===== src/rtl/sync_fifo_flags.sv =====
// Single-clock FIFO with occupancy count, programmable almost-full/almost-empty
// thresholds, sticky overflow/underflow flags and a selectable read mode
// (first-word-fall-through or registered one-cycle-latency read).
//
// Handshake: wr_en and rd_en are requests sampled at the rising edge. A write
// is taken only when ~full and a read only when ~empty; a refused request has
// no effect except setting the matching sticky error flag. dout_valid marks
// the cycles in which dout carries a real word.
module sync_fifo_flags #(
    parameter int DATA_WIDTH = 8,
    parameter int ADDR_WIDTH = 4,
    parameter int AF_THRESH  = (2 ** ADDR_WIDTH) - 2,
    parameter int AE_THRESH  = 2,
    parameter bit FWFT       = 1'b1
) (
    input  logic                  clk,
    input  logic                  rst,
    input  logic                  wr_en,
    input  logic [DATA_WIDTH-1:0] din,
    input  logic                  rd_en,
    output logic [DATA_WIDTH-1:0] dout,
    output logic                  dout_valid,
    output logic                  full,
    output logic                  empty,
    output logic                  almost_full,
    output logic                  almost_empty,
    output logic [ADDR_WIDTH:0]   count,
    output logic                  overflow,
    output logic                  underflow
);

    localparam int DEPTH = 2 ** ADDR_WIDTH;
    localparam logic [ADDR_WIDTH:0]   DEPTH_C = (ADDR_WIDTH + 1)'(DEPTH);
    localparam logic [ADDR_WIDTH:0]   AF_C    = (ADDR_WIDTH + 1)'(AF_THRESH);
    localparam logic [ADDR_WIDTH:0]   AE_C    = (ADDR_WIDTH + 1)'(AE_THRESH);
    localparam logic [ADDR_WIDTH:0]   CNT_ONE = (ADDR_WIDTH + 1)'(1);
    localparam logic [ADDR_WIDTH-1:0] PTR_ONE = ADDR_WIDTH'(1);

    logic [DATA_WIDTH-1:0] mem [DEPTH];
    logic [ADDR_WIDTH-1:0] wr_ptr;
    logic [ADDR_WIDTH-1:0] rd_ptr;
    logic                  wr_acc;
    logic                  rd_acc;

    // Flags come straight from the registered count; full/empty are told
    // apart only by count, so the pointers may wrap freely.
    assign full         = (count == DEPTH_C);
    assign empty        = (count == '0);
    assign almost_full  = (count >= AF_C);
    assign almost_empty = (count <= AE_C);

    assign wr_acc = wr_en & ~full;
    assign rd_acc = rd_en & ~empty;

    // Pointers, occupancy and sticky error flags.
    always_ff @(posedge clk) begin
        if (rst) begin
            wr_ptr    <= '0;
            rd_ptr    <= '0;
            count     <= '0;
            overflow  <= 1'b0;
            underflow <= 1'b0;
        end else begin
            if (wr_acc) begin
                wr_ptr <= wr_ptr + PTR_ONE;
            end
            if (rd_acc) begin
                rd_ptr <= rd_ptr + PTR_ONE;
            end
            case ({wr_acc, rd_acc})
                2'b10:   count <= count + CNT_ONE;
                2'b01:   count <= count - CNT_ONE;
                default: count <= count;
            endcase
            overflow  <= overflow  | (wr_en & full);
            underflow <= underflow | (rd_en & empty);
        end
    end

    // Storage array; contents deliberately survive reset.
    always_ff @(posedge clk) begin
        if (wr_acc && !rst) begin
            mem[wr_ptr] <= din;
        end
    end

    generate
        if (FWFT) begin : g_fwft
            // Head word is always presented; rd_en only advances past it.
            assign dout       = mem[rd_ptr];
            assign dout_valid = ~empty;
        end else begin : g_reg
            logic [DATA_WIDTH-1:0] dout_r;
            logic                  dout_valid_r;

            // Popped word is captured on the read edge and held until the next pop.
            always_ff @(posedge clk) begin
                if (rst) begin
                    dout_r       <= '0;
                    dout_valid_r <= 1'b0;
                end else begin
                    dout_valid_r <= rd_acc;
                    if (rd_acc) begin
                        dout_r <= mem[rd_ptr];
                    end
                end
            end

            assign dout       = dout_r;
            assign dout_valid = dout_valid_r;
        end
    endgenerate

endmodule


===== config.mk =====
export PLATFORM = sky130hd
export DESIGN_NAME = sync_fifo_flags
export DESIGN_NICKNAME = d
export VERILOG_FILES = /design/src/rtl/sync_fifo_flags.sv
export SDC_FILE = /design/constraint.sdc
export NUM_CORES = 1
export LEC_CHECK = 0
export BUFFER_PORTS_ARGS = -buffer_cell sky130_fd_sc_hd__buf_2
export CAP_MARGIN = 20
export CELL_PAD_IN_SITES_DETAIL_PLACEMENT = 1
export CELL_PAD_IN_SITES_GLOBAL_PLACEMENT = 2
export CORE_MARGIN = 2
export CORE_UTILIZATION = 45
export DETAILED_ROUTE_END_ITERATION = 8
export PLACE_DENSITY_LB_ADDON = 0.12
export SLEW_MARGIN = 20
export SYNTH_ARGS = -nofsm -noshare
export SYNTH_HDL_FRONTEND = slang
export SYNTH_SLANG_ARGS = --single-unit

===== constraint.sdc =====
create_clock -name clk -period 3.35 [get_ports clk]
set_clock_uncertainty 0.1 [all_clocks]
set_input_delay 0.67 -clock clk [delete_from_list [all_inputs] [get_ports clk]]
set_output_delay 0.67 -clock clk [all_outputs]
set_load 0.01 [all_outputs]

# Word level (Yosys, flattened, before mapping)
# Memories as Yosys holds them, arrays and structs flattened. A register that Yosys moved wholly into a read port is not among the register bits.
# Cells that the tools add are included.
# totals
ff_bits	15
mem_bits_rw	128
in_bits	12
output_inout_bits	20
word_cells	32
mem_count	1
# op_classes
addsub	4
order_cmp	2
n_eq_ne	3
n_mux	5
n_bitwise	8
n_reduce_logical	4
# mem_list
memory	depth	word_bits	read_ports	rd_ports_with_merged_regs	wr	line_no	source
mem	16	8	1	1	1	39	logic [DATA_WIDTH-1:0] mem [DEPTH];
# ops
operator	count
case mux 5 bit (2 select lines)	1
adder 4 x 1 -> 4 bit, second input constant	2
two-way mux 4 bit	2
adder 5 x 1 -> 5 bit, second input constant	1
equality test 5 bit, second input constant	1
>= comparator 5 x 4 -> 1 bit, second input constant	1
less-or-equal comparator 5 x 2 -> 1 bit, second input constant	1
logical NOT 5 bit	1
subtractor 5 x 1 -> 5 bit, second input constant	1
bitwise AND 1 bit	4
equality test 2 x 1 -> 1 bit, second input constant	1
equality test 2 bit, second input constant	1
two-way mux 1 bit	2
NOT 1 bit	2
OR 1 bit	2
nonzero test 2 bit	1
logical AND 1 bit	1
logical NOT 1 bit	1

# Depth between registers and ports, before layout
# logic_depth
word_depth	6
ltp_mapped	13
ltp_nobuf	10

# Worst setup path before layout
# Ideal clock, no wire load.
# synth_path
path_type	register to register
from	register count[0]
to	register count[4]
arrival_ns	2.752
required_time_ns	3.122
setup_slack_ns	0.370
path_stages_with_launch	13
n_path_buf	3
period_less_slack_ns	2.980
cell_sequence	dfxtp_1 > buf_6 > or4_4 > o21a_1 > buf_6 > inv_1 > ha_1 > clkbuf_1 > xor2_1 > ha_1 > a311oi_1 > a2111oi_0 > nand4bb_1
# synth_between
elab_chain_len	5
word_cells_on_any_way	12
# synth_lines
element	line_no	source
from (decl)	27	output logic [ADDR_WIDTH:0] count,
from (signal assigned)	71	2'b10: count <= count + CNT_ONE;
from (signal assigned)	72	2'b01: count <= count - CNT_ONE;
from (signal assigned)	73	default: count <= count;
equality test 5 bit or logical NOT 5 bit (tied branches)	47, 48	
NOT 1 bit (on tied branches)	52, 53	
bitwise AND 1 bit (on tied branches)	52, 53	
equality test 2 x 1 -> 1 bit or equality test 2 bit (tied branches)	70	case ({wr_acc, rd_acc})
case mux 5 bit (2 select lines) or nonzero test 2 bit (tied branches)	n/a	
# Parallel ways exist; a longest one is shown, timed or not.
# A chain may end at the register's enable or synchronous reset.

# Final worst setup path
# layout_path
from	register count[4]
to	register count[4]
# layout_between
elab_chain_len	5
word_cells_on_any_way	12
# layout_lines
element	line_no	source
logical NOT 5 bit *	48	assign empty = (count == '0);
NOT 1 bit *	53	assign rd_acc = rd_en & ~empty;
bitwise AND 1 bit *	53	
via rd_acc	43	logic rd_acc;
equality test 2 x 1 -> 1 bit or equality test 2 bit (tied branches)	70	
case mux 5 bit (2 select lines) or nonzero test 2 bit (tied branches)	n/a	
# The timed path passes the listed nets; every way through them passes the cells marked *.

==> results.json <==
{
  "dieArea_sq_mm": 0.0141,
  "wirelength_mm": 12.6,
  "grt.overflow.total": 0,
  "slowest_stage": "or3_1",
  "ys.flop_type": "edfxtp_1",
  "clock-sinks": 147,
  "power.density_mw_per_mm2": 736,
  "finalCritPeriodShare": 0.942,
  "clockBufferDepth": 2,
  "hold_path.class": "register to register",
  "vias_per_cell": 5.51,
  "ys_types": 41,
  "slowest_delay_ns": 0.49,
  "fin_nets": 415,
  "max_freq_mhz": 317,
  "maxSlewViolCount": 0,
  "worstRegToRegCells": 8,
  "initial_core_util": 0.466,
  "place_ws_ns": 0.200,
  "synth_edf_count": 128,
  "rsz0062_at_grt": "no",
  "drv_cap": 0,
  "track_usage": 0.192,
  "cp-start-kind": "register",
  "layout_commonest_cell": "edfxtp_1",
  "path_delay_family": "simple AND/OR/NAND/NOR gates",
  "multi_input_area_sq_mm": 0.00158,
  "io_buffers": 31,
  "core.rowCount": 41,
  "synth_top_area_cell": "edfxtp_1",
  "grt_max_degree": 33,
  "postSynthAreaPerCell_sq_um": 17.4,
  "syn_to_final_growth_pct": 16.9,
  "synth_warnings": 0,
  "critPathArrivalTime_ns": 3.42,
  "ff2ff_setup_slack_ns": 0.19,
  "crit_required_ns": 3.61,
  "hold_start": "underflow$_SDFF_PP0_",
  "drtPass1Iterations": 4,
  "numCtsBuffers": 17,
  "seq_area_sq_mm": 0.00423,
  "antenna_found_initial": 0,
  "die_w_um": 119,
  "setup_viol": 0,
  "synth_seq_cells": 147,
  "async_reset_ff_frac": 0,
  "grt_pass1_wl_mm": 19.8,
  "clkLatencyLatePin_ns": 0.42,
  "postCtsSetupRepairBufs": 0,
  "cpMostUsedCell": "ha_1",
  "gp_congestion": 0.758,
  "core_area_sq_mm": 0.0127,
  "dp_hpwl_mm": 8.05,
  "worst_slack_ns": 0.193,
  "hold_depth": 2,
  "crit_chain": "or3_1, o31ai_4, inv_1, ha_1, ha_1, or3b_2, a2111oi_0, nand4bb_1",
  "regToRegStartpoint": "count[4]$_SDFFE_PP0P_",
  "htree_levels": 4,
  "final_cell_mix": "128 x edfxtp_1, 35 x nor2_1, 32 x mux4_2",
  "tns_ns": 0,
  "grt_pass1_vias": 3417,
  "slew_headroom": 0.489,
  "final_layout_size_suffix_gt1_frac": 0.277,
  "vias": 3194,
  "startpoint": "count[4]$_SDFFE_PP0P_",
  "syn_inst": 341,
  "clk_pin_slew_ns": 0.06,
  "hold_buffers": 0,
  "cts_tree": "done",
  "r2r-end": "count[4]$_SDFFE_PP0P_",
  "wire_per_inst_um": 21.6,
  "synth_area_sq_mm": 0.00593,
  "final.min_clock_period_ns": 3.16,
  "syn-num-nets": 361,
  "worst_pin_slew_ns": 0.764,
  "post_cts_resize_count": 0,
  "worstSetupPathType": "register to register",
  "p_leak_nw": 2.38,
  "peakVddDrop_v": 0.000416,
  "status": "finished clean",
  "crit_fanout": 9,
  "ios": 32,
  "cts_root_buffer": "clkbuf_16",
  "remaining_drc_errors": 0,
  "yosysSeqAreaShare": 0.712,
  "nFillCells": 1235,
  "crit_buf_inv": 1,
  "die_h_um": 119,
  "drt-initial-drc-count": 202,
  "holdPathEnd": "underflow$_SDFF_PP0_",
  "antennaDiodeCount": 0,
  "critPathCaptureType": "register",
  "ant_nets": 0,
  "synth_area_leaders": "edfxtp_1 65%, mux4_2 12%, dfxtp_1 6.4%",
  "hold_violations": 0,
  "synth_top_area_frac": 0.648
}
## cell type report
| type | instances | area share |
|---|---|---|
| clock buffers | 23 | 0.0646 |
| clock inverters | 9 | 0.0126 |
| repair buffers | 54 | 0.0491 |
| inverters | 8 | 0.00433 |
| flip-flops and latches | 147 | 0.610 |
| multi-input cells | 167 | 0.229 |
| well taps | 172 | 0.0311 |
## Yosys cell counts (2+ instances only)
| master | n |
|---|---|
| or3_1 | 2 |
| a22oi_1 | 16 |
| dfxtp_1 | 19 |
| nand2_1 | 19 |
| xor2_1 | 5 |
| clkbuf_1 | 9 |
| nand3_1 | 3 |
| buf_2 | 4 |
| ha_1 | 8 |
| nor2b_1 | 4 |
| or4_1 | 2 |
| a2111oi_0 | 2 |
| a21oi_1 | 8 |
| buf_1 | 4 |
| o21a_1 | 2 |
| buf_6 | 2 |
| nand2b_1 | 2 |
| mux2i_1 | 3 |
| edfxtp_1 | 128 |
| nor2_1 | 35 |
| mux4_2 | 32 |
| inv_1 | 8 |
| or3b_2 | 2 |
| nor3_1 | 4 |
| nand4bb_1 | 2 |
## per-layer routing
| layer | up-vias | track usage | share of wire | routed length (um) |
|---|---|---|---|---|
| met5 | - | 0 | 0 | 0 |
| met4 | 0 | 0.0632 | 0.013 | 169 |
| li1 | 1450 | - | - | - |
| met2 | 57 | 0.326 | 0.51 | 6420 |
| met1 | 1672 | 0.243 | 0.44 | 5540 |
| met3 | 15 | 0.0483 | 0.033 | 420 |
## tightest hold or removal path, delay by kind of cell (launching register included)
| family | cells | cell delay, ns |
|---|---|---|
| flops | 1 | 0.32 |
| compound gates | 1 | 0.04 |
| simple gates | 1 | 0.07 |
## metrics by stage
stage | std cells | hold WS, ns | total power [mW] | cell area (sq um) | util
after CTS | 580 | 0.376 | 5.17 | 6930 | 0.545
after floorplan | 341 | 0.395 | 3.03 | 5930 | -
after detailed placement | 548 | 0.360 | 3.42 | 6390 | 0.503
after global routing | 580 | 0.416 | 5.35 | 6930 | 0.545
final | 580 | 0.365 | 5.10 | 6930 | 0.545
after global placement | 548 | 0.346 | 3.40 | 6390 | 0.503
## cells by family (layout without fill, tap and decap cells)
logic type,Yosys count,count (layout),share of synthesized area
AOI/OAI and AO/OA,36,36,0.0460
xor gates and xnor gates,6,6,0.00886
adders and majority gates,8,8,0.0169
buffers and inverters,27,94,0.0205
DFF,147,147,0.712
muxes,36,36,0.129
and+or+nand+nor,81,81,0.0669
## worst max-delay path by stage
stage          depth (start not counted)               endpoint
5_1_grt                                8  count[4]$_SDFFE_PP0P_
6_report                               8  count[4]$_SDFFE_PP0P_
4_1_cts                                5                dout[5]
3_3_place_gp                           8  count[4]$_SDFFE_PP0P_
2_1_floorplan                         12  count[4]$_SDFFE_PP0P_
3_5_place_dp                           8  count[4]$_SDFFE_PP0P_
## flip-flops by register name, summed over array words and instances, names as in the netlist, named ones only
signal / count
underflow: 1
overflow: 1
mem: 128
count: 5
rd_ptr: 4
wr_ptr: 4
## power by group
part / total, mW / leakage (nW) / internal [mW] / switching, mW
clock network: 1.74 / 0.258 / 1.08 / 0.662
registers: 2.16 / 1.31 / 2.07 / 0.0911
logic: 1.20 / 0.815 / 0.572 / 0.628
total: 5.10 / 2.38 / 3.72 / 1.38
Power figures use the tool's default switching activity.
